--- src/rtl/mips_multicycle_control_if.sv ---
// Control/datapath bundle for the multicycle MIPS main controller.
// master = controller side, slave = datapath/IR side.
interface mips_multicycle_control_if #(
  parameter int unsigned COUNT_W = 32
);
  logic [5:0]         Opcode;
  logic               MemReady;
  logic               PCWrite;
  logic               PCWriteCond;
  logic               IorD;
  logic               MemRead;
  logic               MemWrite;
  logic               MemtoReg;
  logic               IRWrite;
  logic               RegDst;
  logic               RegWrite;
  logic               ALUSrcA;
  logic [1:0]         ALUSrcB;
  logic [1:0]         ALUOp;
  logic [1:0]         PCSource;
  logic               IllegalOp;
  logic [COUNT_W-1:0] InstrCount;
  logic [3:0]         State;

  modport master (
    input  Opcode, MemReady,
    output PCWrite, PCWriteCond, IorD, MemRead, MemWrite, MemtoReg, IRWrite,
           RegDst, RegWrite, ALUSrcA, ALUSrcB, ALUOp, PCSource, IllegalOp,
           InstrCount, State
  );

  modport slave (
    output Opcode, MemReady,
    input  PCWrite, PCWriteCond, IorD, MemRead, MemWrite, MemtoReg, IRWrite,
           RegDst, RegWrite, ALUSrcA, ALUSrcB, ALUOp, PCSource, IllegalOp,
           InstrCount, State
  );
endinterface

--- src/rtl/mips_multicycle_control.sv ---
// Main control FSM for the multicycle MIPS datapath with memory-ready stalls.
// Optional macro MIPS_ADDI_EN adds the ADDI_EX/ADDI_WB path for opcode 8.
module mips_multicycle_control #(
  parameter int unsigned COUNT_W = 32
) (
  input  logic                       clk,
  input  logic                       reset,
  mips_multicycle_control_if.master  bus
);

  localparam logic [5:0] OP_RTYPE = 6'd0;
  localparam logic [5:0] OP_J     = 6'd2;
  localparam logic [5:0] OP_BEQ   = 6'd4;
`ifdef MIPS_ADDI_EN
  localparam logic [5:0] OP_ADDI  = 6'd8;
`endif
  localparam logic [5:0] OP_LW    = 6'd35;
  localparam logic [5:0] OP_SW    = 6'd43;

  typedef enum logic [3:0] {
    S_FETCH   = 4'd0,
    S_DECODE  = 4'd1,
    S_MEMADR  = 4'd2,
    S_MEMRD   = 4'd3,
    S_MEMWB   = 4'd4,
    S_MEMWR   = 4'd5,
    S_EXECUTE = 4'd6,
    S_ALUWB   = 4'd7,
    S_BRANCH  = 4'd8,
    S_JUMP    = 4'd9,
`ifdef MIPS_ADDI_EN
    S_ADDI_EX = 4'd10,
    S_ADDI_WB = 4'd11,
`endif
    S_INIT    = 4'd15
  } state_e;

  typedef struct packed {
    logic       pc_write;
    logic       pc_write_cond;
    logic       iord;
    logic       mem_read;
    logic       mem_write;
    logic       mem_to_reg;
    logic       reg_dst;
    logic       reg_write;
    logic       alu_src_a;
    logic [1:0] alu_src_b;
    logic [1:0] alu_op;
    logic [1:0] pc_source;
  } ctrl_t;

  state_e             state_q, state_d;
  ctrl_t              ctrl_q, ctrl_d;
  logic [COUNT_W-1:0] count_q;
  logic               illegal_c;
  logic               retire_c;
  logic               fetch_done_c;

  // Moore output decode for a given state; registered against the next state.
  function automatic ctrl_t decode(input state_e s);
    ctrl_t c;
    c = '0;
    case (s)
      S_FETCH:   begin c.mem_read = 1'b1; c.alu_src_b = 2'b01; end
      S_DECODE:  c.alu_src_b = 2'b11;
      S_MEMADR:  begin c.alu_src_a = 1'b1; c.alu_src_b = 2'b10; end
      S_MEMRD:   begin c.mem_read = 1'b1; c.iord = 1'b1; end
      S_MEMWB:   begin c.mem_to_reg = 1'b1; c.reg_write = 1'b1; end
      S_MEMWR:   begin c.mem_write = 1'b1; c.iord = 1'b1; end
      S_EXECUTE: begin c.alu_src_a = 1'b1; c.alu_op = 2'b10; end
      S_ALUWB:   begin c.reg_dst = 1'b1; c.reg_write = 1'b1; end
      S_BRANCH:  begin
        c.alu_src_a     = 1'b1;
        c.alu_op        = 2'b01;
        c.pc_write_cond = 1'b1;
        c.pc_source     = 2'b01;
      end
      S_JUMP:    begin c.pc_write = 1'b1; c.pc_source = 2'b10; end
`ifdef MIPS_ADDI_EN
      S_ADDI_EX: begin c.alu_src_a = 1'b1; c.alu_src_b = 2'b10; end
      S_ADDI_WB: c.reg_write = 1'b1;
`endif
      default:   c = '0;
    endcase
    return c;
  endfunction

  // Next-state, illegal-opcode flag and retirement strobe.
  always_comb begin
    state_d   = state_q;
    illegal_c = 1'b0;
    retire_c  = 1'b0;
    case (state_q)
      S_INIT:    state_d = S_FETCH;
      S_FETCH:   if (bus.MemReady) state_d = S_DECODE;
      S_DECODE: begin
        case (bus.Opcode)
          OP_LW, OP_SW: state_d = S_MEMADR;
          OP_RTYPE:     state_d = S_EXECUTE;
          OP_BEQ:       state_d = S_BRANCH;
          OP_J:         state_d = S_JUMP;
`ifdef MIPS_ADDI_EN
          OP_ADDI:      state_d = S_ADDI_EX;
`endif
          default: begin
            state_d   = S_FETCH;
            illegal_c = 1'b1;
          end
        endcase
      end
      S_MEMADR:  state_d = (bus.Opcode == OP_SW) ? S_MEMWR : S_MEMRD;
      S_MEMRD:   if (bus.MemReady) state_d = S_MEMWB;
      S_MEMWB:   begin state_d = S_FETCH; retire_c = 1'b1; end
      S_MEMWR: begin
        if (bus.MemReady) begin
          state_d  = S_FETCH;
          retire_c = 1'b1;
        end
      end
      S_EXECUTE: state_d = S_ALUWB;
      S_ALUWB:   begin state_d = S_FETCH; retire_c = 1'b1; end
      S_BRANCH:  begin state_d = S_FETCH; retire_c = 1'b1; end
      S_JUMP:    begin state_d = S_FETCH; retire_c = 1'b1; end
`ifdef MIPS_ADDI_EN
      S_ADDI_EX: state_d = S_ADDI_WB;
      S_ADDI_WB: begin state_d = S_FETCH; retire_c = 1'b1; end
`endif
      default:   state_d = S_FETCH;
    endcase
  end

  assign ctrl_d = decode(state_d);

  always_ff @(posedge clk or posedge reset) begin
    if (reset) begin
      state_q <= S_INIT;
      ctrl_q  <= '0;
      count_q <= '0;
    end else begin
      state_q <= state_d;
      ctrl_q  <= ctrl_d;
      if (retire_c) count_q <= count_q + COUNT_W'(1);
    end
  end

  // IR/PC load in FETCH completes in the same cycle memory reports ready.
  assign fetch_done_c = (state_q == S_FETCH) && bus.MemReady;

  assign bus.PCWrite     = ctrl_q.pc_write | fetch_done_c;
  assign bus.IRWrite     = fetch_done_c;
  assign bus.PCWriteCond = ctrl_q.pc_write_cond;
  assign bus.IorD        = ctrl_q.iord;
  assign bus.MemRead     = ctrl_q.mem_read;
  assign bus.MemWrite    = ctrl_q.mem_write;
  assign bus.MemtoReg    = ctrl_q.mem_to_reg;
  assign bus.RegDst      = ctrl_q.reg_dst;
  assign bus.RegWrite    = ctrl_q.reg_write;
  assign bus.ALUSrcA     = ctrl_q.alu_src_a;
  assign bus.ALUSrcB     = ctrl_q.alu_src_b;
  assign bus.ALUOp       = ctrl_q.alu_op;
  assign bus.PCSource    = ctrl_q.pc_source;
  assign bus.IllegalOp   = illegal_c;
  assign bus.InstrCount  = count_q;
  assign bus.State       = state_q;

endmodule

--- src/flat_wrapper.sv ---
// flat-port wrapper written by rule: the top's interface ports become plain ports
module mips_multicycle_control_flat 
#(
  parameter int unsigned COUNT_W = 32
)
  (clk, reset, bus_Opcode, bus_MemReady, bus_PCWrite, bus_PCWriteCond, bus_IorD, bus_MemRead, bus_MemWrite, bus_MemtoReg, bus_IRWrite, bus_RegDst, bus_RegWrite, bus_ALUSrcA, bus_ALUSrcB, bus_ALUOp, bus_PCSource, bus_IllegalOp, bus_InstrCount, bus_State);
  mips_multicycle_control_if #(.COUNT_W(COUNT_W)) bus_i ();
  input  logic clk;
  input  logic reset;
  input wire logic [$bits(bus_i.Opcode)-1:0] bus_Opcode;
  input wire logic [$bits(bus_i.MemReady)-1:0] bus_MemReady;
  output wire logic [$bits(bus_i.PCWrite)-1:0] bus_PCWrite;
  output wire logic [$bits(bus_i.PCWriteCond)-1:0] bus_PCWriteCond;
  output wire logic [$bits(bus_i.IorD)-1:0] bus_IorD;
  output wire logic [$bits(bus_i.MemRead)-1:0] bus_MemRead;
  output wire logic [$bits(bus_i.MemWrite)-1:0] bus_MemWrite;
  output wire logic [$bits(bus_i.MemtoReg)-1:0] bus_MemtoReg;
  output wire logic [$bits(bus_i.IRWrite)-1:0] bus_IRWrite;
  output wire logic [$bits(bus_i.RegDst)-1:0] bus_RegDst;
  output wire logic [$bits(bus_i.RegWrite)-1:0] bus_RegWrite;
  output wire logic [$bits(bus_i.ALUSrcA)-1:0] bus_ALUSrcA;
  output wire logic [$bits(bus_i.ALUSrcB)-1:0] bus_ALUSrcB;
  output wire logic [$bits(bus_i.ALUOp)-1:0] bus_ALUOp;
  output wire logic [$bits(bus_i.PCSource)-1:0] bus_PCSource;
  output wire logic [$bits(bus_i.IllegalOp)-1:0] bus_IllegalOp;
  output wire logic [$bits(bus_i.InstrCount)-1:0] bus_InstrCount;
  output wire logic [$bits(bus_i.State)-1:0] bus_State;
  assign bus_i.Opcode = bus_Opcode;
  assign bus_i.MemReady = bus_MemReady;
  assign bus_PCWrite = bus_i.PCWrite;
  assign bus_PCWriteCond = bus_i.PCWriteCond;
  assign bus_IorD = bus_i.IorD;
  assign bus_MemRead = bus_i.MemRead;
  assign bus_MemWrite = bus_i.MemWrite;
  assign bus_MemtoReg = bus_i.MemtoReg;
  assign bus_IRWrite = bus_i.IRWrite;
  assign bus_RegDst = bus_i.RegDst;
  assign bus_RegWrite = bus_i.RegWrite;
  assign bus_ALUSrcA = bus_i.ALUSrcA;
  assign bus_ALUSrcB = bus_i.ALUSrcB;
  assign bus_ALUOp = bus_i.ALUOp;
  assign bus_PCSource = bus_i.PCSource;
  assign bus_IllegalOp = bus_i.IllegalOp;
  assign bus_InstrCount = bus_i.InstrCount;
  assign bus_State = bus_i.State;
  mips_multicycle_control #(.COUNT_W(COUNT_W)) u_core (.clk(clk), .reset(reset), .bus(bus_i));
endmodule
--- config.mk ---
export PLATFORM = sky130hd
export DESIGN_NAME = mips_multicycle_control_flat
export DESIGN_NICKNAME = d
export VERILOG_FILES = /design/src/rtl/mips_multicycle_control_if.sv /design/src/rtl/mips_multicycle_control.sv /design/src/flat_wrapper.sv
export SDC_FILE = /design/constraint.sdc
export NUM_CORES = 1
export LEC_CHECK = 0
export CORE_UTILIZATION = 40
export DETAILED_ROUTE_END_ITERATION = 10
export GPL_ROUTABILITY_DRIVEN = 1
export PLACE_DENSITY = 0.71
export SLEW_MARGIN = 20
export SYNTH_ARGS = -nofsm -noshare
export SYNTH_HDL_FRONTEND = slang
export SYNTH_SLANG_ARGS = --single-unit
--- constraint.sdc ---
create_clock -name clk -period 1.65 [get_ports clk]
set_input_delay 0.33 -clock clk [delete_from_list [all_inputs] [get_ports clk]]
set_output_delay 0.33 -clock clk [all_outputs]
set_load 0.005 [all_outputs]
## Word level (Yosys, flattened, before mapping)

Cells that the tools add are included.

- $add $sub $neg: 1
- Equality and inequality tests: 22
- Muxes and demuxes: 22
- Bitwise logic cells: 1
- Reductions and logical operators: 11

Operators with widths:

| cell | number |
|---|---|
| $add A32 B1 Y32 const B | 1 |
| $eq A4 B3 Y1 const B | 8 |
| $pmux W4 S6 | 1 |
| $eq A4 B2 Y1 const B | 4 |
| $eq A4 B4 Y1 const B | 4 |
| $pmux W4 S4 | 1 |
| $eq A6 B6 Y1 const B | 2 |
| $mux W1 | 12 |
| $mux W4 | 3 |
| $eq A4 B1 Y1 const B | 2 |
| $logic_not A4 Y1 | 2 |
| $pmux W2 S2 | 2 |
| $reduce_or A2 Y1 | 4 |
| $eq A6 B2 Y1 const B | 1 |
| $eq A6 B3 Y1 const B | 1 |
| $logic_not A6 Y1 | 1 |
| $pmux W2 S3 | 1 |
| $reduce_or A5 Y1 | 1 |
| $reduce_or A4 Y1 | 1 |
| $mux W3 | 1 |
| $reduce_or A3 Y1 | 1 |
| $pmux W1 S2 | 1 |
| $logic_and A1 B1 Y1 | 1 |
| $or A1 B1 Y1 | 1 |

- Flip-flop bits (word level): 51
- Output and inout bits: 53
- Logic and storage cells: 71

## Depth between registers and ports, before layout

- Depth after elaboration: 7
- Gate-level depth with buffers: 8

## Worst setup path before layout

OpenSTA, ideal clock, no wires.

- Path type: flip-flop to flip-flop
- Start point: register u_core.state_q[1], in the netlist u_core.bus.State[1]
- End point: register u_core.count_q[25], in the netlist u_core.bus.InstrCount[25]
- Setup time: 0.123 ns
- Arrival time: 1.758 ns
- Data required time: 1.527 ns
- Setup slack: -0.231 ns
- Stages on the path, launching flop included: 8
- Path buffers: 2
- Clock period less this slack: 1.881 ns
- Cells stage by stage: dfstp_2 buf_2 nand2_1 o22a_1 buf_6 nor3_4 nand4_1 xnor2_1

- Word-level cells in the longest chain between the ends: 3
- Elaborated cells on any way between the ends: 7
- Classes of those cells: 5 x eq/ne; 1 x mux; 1 x reduce/logical

RTL lines:

| element | RTL line | text |
|---|---|---|
| start, declared | mips_multicycle_control.sv:53 | `state_e state_q, state_d;` |
| start signal, assigned | mips_multicycle_control.sv:141 | `state_q <= state_d;` |
| $eq A4 B3 Y1 or $eq A4 B4 Y1 (tied branches) | mips_multicycle_control.sv:94 | `case (state_q)` |
| $reduce_or A4 Y1 (no line) | n/a |  |
| $pmux W1 S2 (*) | mips_multicycle_control.sv:94 |  |
| end signal, assigned | mips_multicycle_control.sv:143 | `if (retire_c) count_q <= count_q + COUNT_W'(1);` |
| end, declared | mips_multicycle_control.sv:55 | `logic [COUNT_W-1:0] count_q;` |

Mark *: on every way between the ends. The rest lies on a longest branch, timed or not.
A chain may end at the register's enable or synchronous reset.

## Final worst setup path

- Start point: register u_core.state_q[2], in the netlist u_core.bus.State[2]
- End point: register u_core.count_q[22], in the netlist u_core.bus.InstrCount[22]

The elaborated chain is that of the path after synthesis.

==> impl_summary.log <==
INFO  metric hold_path_class = input pin to async pin
INFO  metric slowest_delay = 0.55 ns
INFO  metric floorplan.initialDensity = 0.420
INFO  metric maxSlewHeadroom = 0.701
INFO  metric final_cell_mix = buf_4, clkdlybuf4s50_1, dfrtp_1, xnor2_1, buf_6
INFO  metric drt_initial_violations = 38
INFO  metric clk_pin_slew_worst_paths = 0.09 ns
INFO  metric finalWeightedCongestion = 0.775
INFO  metric critical_path_arrival = 2.06 ns
INFO  metric final_setup_violations = 44
INFO  metric antenna_found_initial = 0
INFO  metric clock-skew-final = 0.00507 ns
INFO  metric timing.critical_path.cells = buf_6, nand2b_4, o21a_1, o22a_4, nor3_4, buf_12, nand4_1, xnor2_1
INFO  metric tritoncts.num_buffers = 5
INFO  metric cp_data_required_time = 1.84 ns
INFO  metric finish.utilization = 0.740
INFO  metric status = finished with violations
INFO  metric criticalPathCategory = flop to flop
INFO  metric slew_limit_fails = 0
INFO  metric worstReg2RegEnd = u_core.bus.InstrCount[22]
INFO  metric worst_slew_pin_slew = 0.448 ns
INFO  metric power_per_standard_cell_area = 976 nW/um2
INFO  metric synth-seq-area-share = 0.536
INFO  metric syn2layout_area_growth = 76.0%
INFO  metric worstRegToRegCells = 8
INFO  metric finalHoldViolCount = 0
INFO  metric final.setup.worst_slack = -0.218 ns
INFO  metric core_area = 5570 um2
INFO  metric portBuffers = 61
INFO  metric timing.final.crit_share = 1.13
INFO  metric dpl.hpwl = 3840 um
INFO  metric total_inserted_antenna_cells = 0
INFO  metric ys_ff_latch = 50
INFO  metric cpMaxStageDelayCell = dfstp_2
INFO  metric area_of_all_placed_cells_without_fillers = 4120 um2
INFO  metric cts-root-to-sink-buffers = 2
INFO  metric startpoint_type = flop
INFO  metric period_minus_ws_final = 1.87 ns
INFO  metric grt_usage = 0.199
INFO  metric routedWlPerCell = 15.0 um
INFO  metric insertion_delay = 0.30 ns
INFO  metric synth-async-reset-ratio = 1.00
INFO  metric final_layout_size_suffix_gt1_frac = 0.455
INFO  metric number_of_remaining_drc_errors = 0
INFO  metric cts_sink_count = 50
INFO  metric cellLeakagePower = 1.89 nW
INFO  metric placed_area = 3370 um2
INFO  metric drtPass1Iterations = 4
INFO  metric peak_supply_drop = 0.613 mV
INFO  metric max-cap-violations = 0
INFO  metric ys.flop_type = dfrtp_1
INFO  metric layout.cells.most_common = buf_4
INFO  metric tritoncts = built
INFO  metric seq_area = 1260 um2
INFO  metric max_freq = 0.535 GHz
INFO  metric synth.distinct_cells = 40
INFO  metric postSynthAreaPerCell = 10.9 um2
INFO  metric post_synth_inst_count = 214
INFO  metric crit_path_max_fanout = 8
INFO  metric finish.net_count = 356
INFO  metric syn-num-nets = 224
INFO  metric via_count = 2157
INFO  metric ios = 62
INFO  metric worstSetupStartpoint = u_core.bus.State[2]
INFO  metric timing.reg2reg.setup_slack = -0.22 ns
INFO  metric number_of_nets_with_antenna_violations_after_routing = 0
INFO  metric cts.htree.levels = 2
INFO  metric maximum_number_of_pins_on_one_net_before_global_route_repair = 29
INFO  metric grt-ovfl-total = 0
INFO  metric postCtsHoldBufs = 0
INFO  metric synth.cell_area = 2340 um2
INFO  metric first_global_vias = 1997
INFO  metric synth-edff-count = 0
INFO  metric worst_setup_path_end_kind = flop
INFO  metric die_y = 78.5 um
INFO  metric multi_input_comb_area = 1380 um2
INFO  metric floorplan.die_area = 6170 um2
INFO  metric root_buffer = clkbuf_8
INFO  metric yosys_warning_total = 0
INFO  metric worst_r2r_startpoint = u_core.bus.State[2]
INFO  metric violations_in_the_final_reports = negative setup slack
INFO  metric unrepaired_setup_endpoints_after_global_routing = true
INFO  metric drt-vias-per-instance = 5.15
INFO  metric num_rows = 27
INFO  metric nFillCells = 381
INFO  metric chipWidth = 78.5 um
INFO  metric grt_first_pass_wirelength = 9570 um
INFO  metric drt_wl_total = 6290 um
how the worst max path moves through the flow:
| stage | slack (ns) | depth (start not counted) | endpoint |
|---|---|---|---|
| 3_3_place_gp | -0.63 | 8 | u_core.bus.ALUSrcA |
| 6_report | -0.22 | 8 | u_core.bus.InstrCount[22] |
| 3_5_place_dp | -0.63 | 8 | u_core.bus.ALUSrcA |
| 4_1_cts | -0.27 | 8 | u_core.bus.InstrCount[31] |
| 2_1_floorplan | -0.18 | 8 | u_core.bus.InstrCount[25] |
| 5_1_grt | -0.29 | 8 | u_core.bus.InstrCount[25] |
synth_stat cells (2+ instances only):
master | number | area [um2]
dfrtp_1 | 46 | 1150
xnor2_1 | 26 | 228
nand2_1 | 22 | 82.6
nand3_1 | 14 | 70.1
nor2_1 | 12 | 45.0
and3_1 | 9 | 56.3
nand4_1 | 7 | 43.8
nor3_1 | 7 | 35.0
buf_4 | 6 | 45.0
xor2_1 | 6 | 52.6
nor4_1 | 5 | 31.3
buf_2 | 4 | 20.0
dfstp_2 | 4 | 105
nand2b_1 | 4 | 25.0
a31oi_1 | 3 | 18.8
inv_1 | 3 | 11.3
nor2b_1 | 3 | 18.8
o21ai_0 | 3 | 15.0
a21oi_1 | 2 | 10.0
and2_1 | 2 | 12.5
and4_1 | 2 | 17.5
buf_6 | 2 | 22.5
nor3_4 | 2 | 32.5
nor3b_1 | 2 | 15.0
o22ai_1 | 2 | 12.5
or2_2 | 2 | 12.5
final cells by class:
class                           count  share of cell area
Clock buffer                        7              0.0185
Clock inverter                      1             0.00728
Inverter                            3             0.00273
Multi-Input combinational cell    149               0.334
Sequential cell                    50               0.306
Tap cell                           72              0.0219
Timing Repair Buffer              137               0.310
where the power goes:
part	total, mW	switching (mW)	internal, mW	leakage, nW
sequential	1.49	0.116	1.38	0.648
combinational	1.68	0.768	0.914	1.19
clock	0.848	0.394	0.454	0.0524
stage by stage:
| stage | setup WS (ns) | power (mW) | hold WS (ns) | cells | setup TNS (ns) |
|---|---|---|---|---|---|
| after detailed placement | -0.630 | 2.64 | 0.475 | 383 | -23.74 |
| final | -0.218 | 4.02 | 0.389 | 419 | -5.83 |
| after global routing | -0.291 | 4.23 | 0.408 | 419 | -8.59 |
| after global placement | -0.630 | 2.62 | 0.462 | 383 | -21.98 |
| after floorplan | -0.184 | 2.02 | 0.399 | 214 | -2.77 |
| after CTS | -0.268 | 3.66 | 0.362 | 404 | -5.69 |
cells by family (layout without fill, tap and decap cells):
logic type / count (synthesis) / in the layout / share of synthesized area
and+or+nand+nor: 100 / 100 / 0.248
AOI/OAI and AO/OA: 15 / 15 / 0.0433
muxes: 1 / 1 / 0.00481
adders and majority gates: 1 / 1 / 0.00534
xor gates and xnor gates: 32 / 32 / 0.120
buffers and inverters: 15 / 148 / 0.0422
DFF: 50 / 50 / 0.536
per-layer routing:
layer  share of wire  GRT usage  wire (um)
met1            0.40      0.250       2490
met2            0.54      0.350       3430
met3           0.039     0.0291        243
met4           0.021     0.0574        133
met5               0          0          0
what timing repair did:
action | 4_1_cts | 5_1_grt
gates cloned | 0 | 0
setup buffers | 13 | 17
gates resized for setup | 66 | 70
pin swaps | 19 | 23
endpoints found under the setup margin | 47 | 60
registers in the layout, indices dropped and copies added, names as in the netlist:
register,cells
u_core.bus.ALUOp,2
u_core.bus.ALUSrcA,1
u_core.bus.ALUSrcB,2
u_core.bus.InstrCount,32
u_core.bus.IorD,1
u_core.bus.MemRead,1
u_core.bus.MemWrite,1
u_core.bus.MemtoReg,1
u_core.bus.PCSource,1
u_core.bus.PCWriteCond,1
u_core.bus.RegDst,1
u_core.bus.RegWrite,1
u_core.bus.State,4
u_core.ctrl_q,1
worst max-delay path, delay by kind of cell (launching register included):
family / cells / cell delay (ns)
buffers and inverters: 2 / 0.29
DFF: 1 / 0.55
AOI/OAI and AO/OA: 2 / 0.46
xor gates and xnor gates: 1 / 0.14
and+or+nand+nor: 3 / 0.32
No activity file was read; power rests on OpenSTA's default activity.
